`src/rtl/mem_fill_arbiter.sv`:
```
// Sole owner of the unified memory: arbitrates D-cache stores, D-cache fills and I-cache fills,
// sequences pipelined 8-word block reads, steers returned words into the caches and drives stalls.
module mem_fill_arbiter #(
    parameter int  MEM_LATENCY     = 4,
    parameter int  WORDS_PER_BLOCK = 8,
    localparam int WW              = $clog2(WORDS_PER_BLOCK)
) (
    input  logic          clk,
    input  logic          rst_n,
    input  logic          icache_miss,
    input  logic [15:0]   icache_miss_addr,
    input  logic          dcache_miss,
    input  logic [15:0]   dcache_miss_addr,
    input  logic          dcache_wr,
    input  logic [15:0]   dcache_wr_addr,
    input  logic [15:0]   dcache_wr_data,
    input  logic          mem_data_valid,
    input  logic [15:0]   mem_data_out,
    output logic          mem_enable,
    output logic          mem_wr,
    output logic [15:0]   mem_addr,
    output logic [15:0]   mem_data_in,
    output logic [15:0]   fill_data,
    output logic [WW-1:0] fill_word,
    output logic          icache_fill_we,
    output logic          dcache_fill_we,
    output logic          icache_tag_we,
    output logic          dcache_tag_we,
    output logic          dcache_wr_ack,
    output logic          icache_stall,
    output logic          dcache_stall
);

    localparam logic [15:0]   BLOCK_MASK = ~16'(2 * WORDS_PER_BLOCK - 1);
    localparam logic [WW-1:0] LAST_WORD  = WW'(WORDS_PER_BLOCK - 1);

    generate
        if (MEM_LATENCY < 1) begin : g_bad_latency
            $error("MEM_LATENCY must be at least 1");
        end
    endgenerate

    typedef enum logic [1:0] {IDLE, WRITE, FILL_I, FILL_D} state_t;

    // Requester protocol: a requester raises its request (miss or store) with a stable address
    // and holds it until the matching completion pulse (tag_we for misses, dcache_wr_ack for
    // stores); the completion pulse is the only acknowledgement and lasts exactly one cycle.
    state_t        state;
    state_t        state_nxt;
    logic [WW-1:0] issue_cnt;
    logic [WW-1:0] recv_cnt;
    logic          issue_done;
    logic          recv_done;
    logic [15:0]   base;
    logic          fill_hit;

    always_ff @(posedge clk) begin
        if (!rst_n) begin
            state      <= IDLE;
            issue_cnt  <= '0;
            recv_cnt   <= '0;
            issue_done <= 1'b0;
            recv_done  <= 1'b0;
            base       <= '0;
        end else begin
            state <= state_nxt;
            if (state == IDLE) begin
                issue_cnt  <= '0;
                recv_cnt   <= '0;
                issue_done <= 1'b0;
                recv_done  <= 1'b0;
                if (state_nxt == FILL_D) begin
                    base <= dcache_miss_addr & BLOCK_MASK;
                end else if (state_nxt == FILL_I) begin
                    base <= icache_miss_addr & BLOCK_MASK;
                end
            end else if (state == FILL_I || state == FILL_D) begin
                if (mem_enable) begin
                    issue_cnt <= issue_cnt + 1'b1;
                    if (issue_cnt == LAST_WORD) issue_done <= 1'b1;
                end
                if (fill_hit) begin
                    recv_cnt <= recv_cnt + 1'b1;
                    if (recv_cnt == LAST_WORD) recv_done <= 1'b1;
                end
            end
        end
    end

    always_comb begin
        state_nxt      = state;
        mem_enable     = 1'b0;
        mem_wr         = 1'b0;
        mem_addr       = '0;
        mem_data_in    = '0;
        fill_data      = '0;
        fill_word      = '0;
        icache_fill_we = 1'b0;
        dcache_fill_we = 1'b0;
        icache_tag_we  = 1'b0;
        dcache_tag_we  = 1'b0;
        dcache_wr_ack  = 1'b0;
        fill_hit       = 1'b0;
        case (state)
            IDLE: begin
                if (dcache_wr)        state_nxt = WRITE;
                else if (dcache_miss) state_nxt = FILL_D;
                else if (icache_miss) state_nxt = FILL_I;
            end
            WRITE: begin
                mem_enable    = 1'b1;
                mem_wr        = 1'b1;
                mem_addr      = dcache_wr_addr;
                mem_data_in   = dcache_wr_data;
                dcache_wr_ack = 1'b1;
                state_nxt     = IDLE;
            end
            FILL_I, FILL_D: begin
                // Reads are issued back to back while earlier words are still returning.
                if (!issue_done) begin
                    mem_enable = 1'b1;
                    mem_addr   = base + {{(15 - WW){1'b0}}, issue_cnt, 1'b0};
                end
                if (mem_data_valid && !recv_done) begin
                    fill_hit       = 1'b1;
                    fill_data      = mem_data_out;
                    fill_word      = recv_cnt;
                    icache_fill_we = (state == FILL_I);
                    dcache_fill_we = (state == FILL_D);
                    if (recv_cnt == LAST_WORD) begin
                        icache_tag_we = (state == FILL_I);
                        dcache_tag_we = (state == FILL_D);
                        state_nxt     = IDLE;
                    end
                end
            end
            default: state_nxt = IDLE;
        endcase
    end

    assign icache_stall = icache_miss | (state == FILL_I);
    assign dcache_stall = dcache_miss | (state == FILL_D) | (dcache_wr & ~dcache_wr_ack);

endmodule
```
`config.mk`:
```
export PLATFORM = sky130hd
export DESIGN_NAME = mem_fill_arbiter
export DESIGN_NICKNAME = d
export VERILOG_FILES = /design/src/rtl/mem_fill_arbiter.sv
export SDC_FILE = /design/constraint.sdc
export NUM_CORES = 1
export LEC_CHECK = 0
export ABC_CLOCK_PERIOD_IN_PS = 2100
export CAP_MARGIN = 20
export CORE_MARGIN = 1
export CORE_UTILIZATION = 25
export DETAILED_ROUTE_END_ITERATION = 10
export PLACE_DENSITY = 0.71
export RECOVER_POWER = 25
export SYNTH_ARGS = -nofsm -noshare
export SYNTH_HDL_FRONTEND = slang
export SYNTH_SLANG_ARGS = --single-unit
```
`constraint.sdc`:
```
create_clock -name clk -period 2.1 [get_ports clk]
set_input_delay 0.42 -clock clk [delete_from_list [all_inputs] [get_ports clk]]
set_output_delay 0.42 -clock clk [all_outputs]
set_load 0.02 [all_outputs]
```
==> impl_metrics.csv, run 1 <==
group,metric,value,unit
outcome,status,"completed",
sta,period_share,97.91,%
clock_tree,clk_pin_slew_worst_paths,0.07,ns
setup_path,cpPeakStageDelay,0.47,ns
logic_synthesis,syn-num-nets,251,
pwr,p_leak,1.290,nW
setup_path,cp.arrival,1.64,ns
placement,port_buffers,137,
logic_synthesis,synth-edff-count,0,
floorplanning,die_w,77.10,microns
sta,timing.setup.tns,0,ns
sta,slew_headroom,43.39,%
setup_path,crit_type,"primary input to primary output",
floorplanning,initial_core_util,26.76,%
logic_synthesis,syn_inst,161,
cells_and_area,syn2layout_area_growth,100.9,%
sta,slew_viol_final,0,
route,drc,0,
floorplanning,std_cell_rows,26,
global_route,grt_pass1_vias,1705,
clock_tree,cts_tree,"built",
logic_synthesis,synth_cell_types,31,
cells_and_area,final_cell_mix,"77 x clkdlybuf4s50_1, 37 x and2_1, 36 x dlygate4sd2_1",
route,dr.pass1.iters,4,
sta,setup_violations,0,
setup_path,critPathSlowestCell,"clkdlybuf4s50_1",
sta,min_period,2.056,ns
floorplanning,ioPinCount,146,
setup_path,r2r_start,"state[1]",
route,wirelength,4875,microns
route,vias,1705,
placement,placed_cell_area,2913,sq um
logic_synthesis,mappedNetlistArea,1410,sq um
sta,fmax,486.4,MHz
pwr,power,1.268,mW
setup_path,cp.depth,5,
global_route,antenna_found_initial,0,
setup_path,worstSetupEndpoint,"fill_word[0]",
logic_synthesis,yosys_warnings,0,
clock_tree,htreeDepth,1,
logic_synthesis,ys_seq_area_share,31.23,%
clock_tree,insertion_delay,0.26,ns
sta,hold_ws,0.4791,ns
clock_tree,cts_root_buf,"clkbuf_8",
setup_path,worstPathRequired,1.68,ns
min_path,min_path_type,"flip-flop to flip-flop",
setup_path,critPathTopFamily,"buffers and inverters",
cells_and_area,nNetsFinal,391,
route,viasPerCell,4.621,
clock_tree,cts_setup_buffers,0,
route,drt-initial-drc-count,47,
floorplanning,core,5270,sq um
global_route,grt_overflow,0,
placement,routabilityCongestion,0.7292,
sta,skew,0.004326,ns
setup_path,reg2reg_depth,4,
min_path,holdPathStages,2,
setup_path,crit_path_start_kind,"primary input",
global_route,grt_pass1_wl,7983,microns
flow_run,maxCapViolCount,0,
logic_synthesis,ys.flop_type,"dfxtp_1",
route,post_drt_wl_per_cell,13.21,microns
logic_synthesis,ys_ff_latch,22,
setup_path,rrSetupSlack,0.34,ns
setup_path,r2r_end,"base[13]",
cells_and_area,drive_gt1_share,17.06,%
route,ant_nets,0,
logic_synthesis,ys_async_sr_fraction,0,%
pwr,power_density,447.5,nW/um^2
sta,tightest_slew,0.8403,ns
placement,dp_hpwl,3930,microns
setup_path,cp_max_fo,22,
setup_path,crit_chain,"clkdlybuf4s50_1, and3b_2, buf_12, and2_1, clkdlybuf4s15_2",
setup_path,path_buf_inv,3,
floorplanning,die_area,5944,sq um
setup_path,worstSetupEndpointType,"primary output",
pwr,irDropWorstVdd,0.0002493,V
cells_and_area,final_common_cell,"clkdlybuf4s50_1",
setup_path,worstSetupStartpoint,"mem_data_valid",
clock_tree,cts.path.max_buffers,2,
clock_tree,cts_made_buffers,3,
cells_and_area,fin_util,53.75,%
global_route,grt_start_max_net_pins,36,
logic_synthesis,synth_area_per_cell,8.758,sq um
floorplanning,fp.dieH,77.10,microns
clock_tree,cts_num_sinks,22,
cells_and_area,antenna_cells,0,
global_route,grtUsageTotal,16.62,%
cells_and_area,design_area,2833,sq um
sta,finalHoldViolCount,0,
-- worst min-delay path by stage --
stage	startpoint	end
4_1_cts	issue_done	issue_done
5_1_grt	recv_cnt[1]	recv_cnt[1]
3_5_place_dp	issue_done	issue_done
2_1_floorplan	issue_done	issue_done
3_3_place_gp	issue_done	issue_done
6_report	issue_done	issue_done
-- per-stage QoR --
step	setup slack (ns)	cells
finish	0.04393	369
global route	-0.001046	369
detailed placement	-0.3293	366
global placement	-0.3213	366
CTS	0.01348	369
floorplan	0.2676	161
-- cells by family after synthesis --
family	synth area share (%)
flops	31.23
xor+xnor	1.242
fa+ha+maj	3.549
buf+inv	6.033
compound gates	29.46
simple gates	27.06
mux	1.420
-- state kept, by name, summed over array words and instances (netlist names) --
register	count
recv_cnt	3
issue_cnt	3
recv_done	1
base	12
state	2
issue_done	1
-- cells in the mapped netlist, types with 2 or more instances --
cell type  number  area, sq um
clkbuf_1        6        22.52
mux2i_1         2        20.02
o221a_1         2        22.52
ha_1            4        50.05
o21a_1         13        97.59
nand2_1         6        22.52
buf_2           5        25.02
buf_6           2        22.52
nor2_1         13        48.80
a21oi_1         4        20.02
nand3b_1        2        15.01
xnor2_1         2        17.52
a22o_1         15        131.4
nand3_1         2        10.01
dfxtp_1        22        440.4
o221a_2        10        112.6
and2_1         37        231.5
-- worst min-delay path, stage by stage (launching register included) --
cell     delay (ns)
dfxtp_1        0.33
a21oi_1        0.04
nor2_1         0.07
-- power by group --
group	switching (mW)	leakage (nW)	total (mW)	internal, mW
clock	0.129	0.0216	0.257	0.128
combinational	0.242	1.09	0.544	0.302
sequential	0.0202	0.180	0.467	0.447
total	0.392	1.29	1.27	0.876
-- routing by layer --
| layer | vias to the layer above | global-route usage, % | wire length, microns |
|---|---|---|---|
| met2 | 97 | 29.73 | 2295 |
| met3 | 2 | 5.000 | 459 |
| met5 | - | 0 | 0 |
| met4 | 0 | 3.396 | 19 |
| met1 | 753 | 19.43 | 2100 |
| li1 | 853 | - | - |
-- cell type report --
class,instances,area [sq um]
fill,528,2437
timing repair buffer,150,1374
multi-input combinational,123,884.6
sequential,22,441.7
tap,70,87.58
clock buffer,3,41.29
inverter,1,3.754
-- repair_timing --
action,4_1_cts,5_1_grt
hold buffers,0,0
setup endpoints to repair,56,24
gates resized for setup,96,18
Power figures use the tool's default switching activity.
==> inputs of run 2 (changes only) <==
Settings changed: HOLD_SLACK_MARGIN from default to 0.08.
==> results of run 2 <==
The final DEF is identical to that of run 1; final timing and power are the same.
==> inputs of run 3 (changes only) <==
Settings changed: CTS_CLUSTER_SIZE from default to 40.
==> results of run 3 <==
The final DEF is identical to that of run 1; final timing and power are the same.
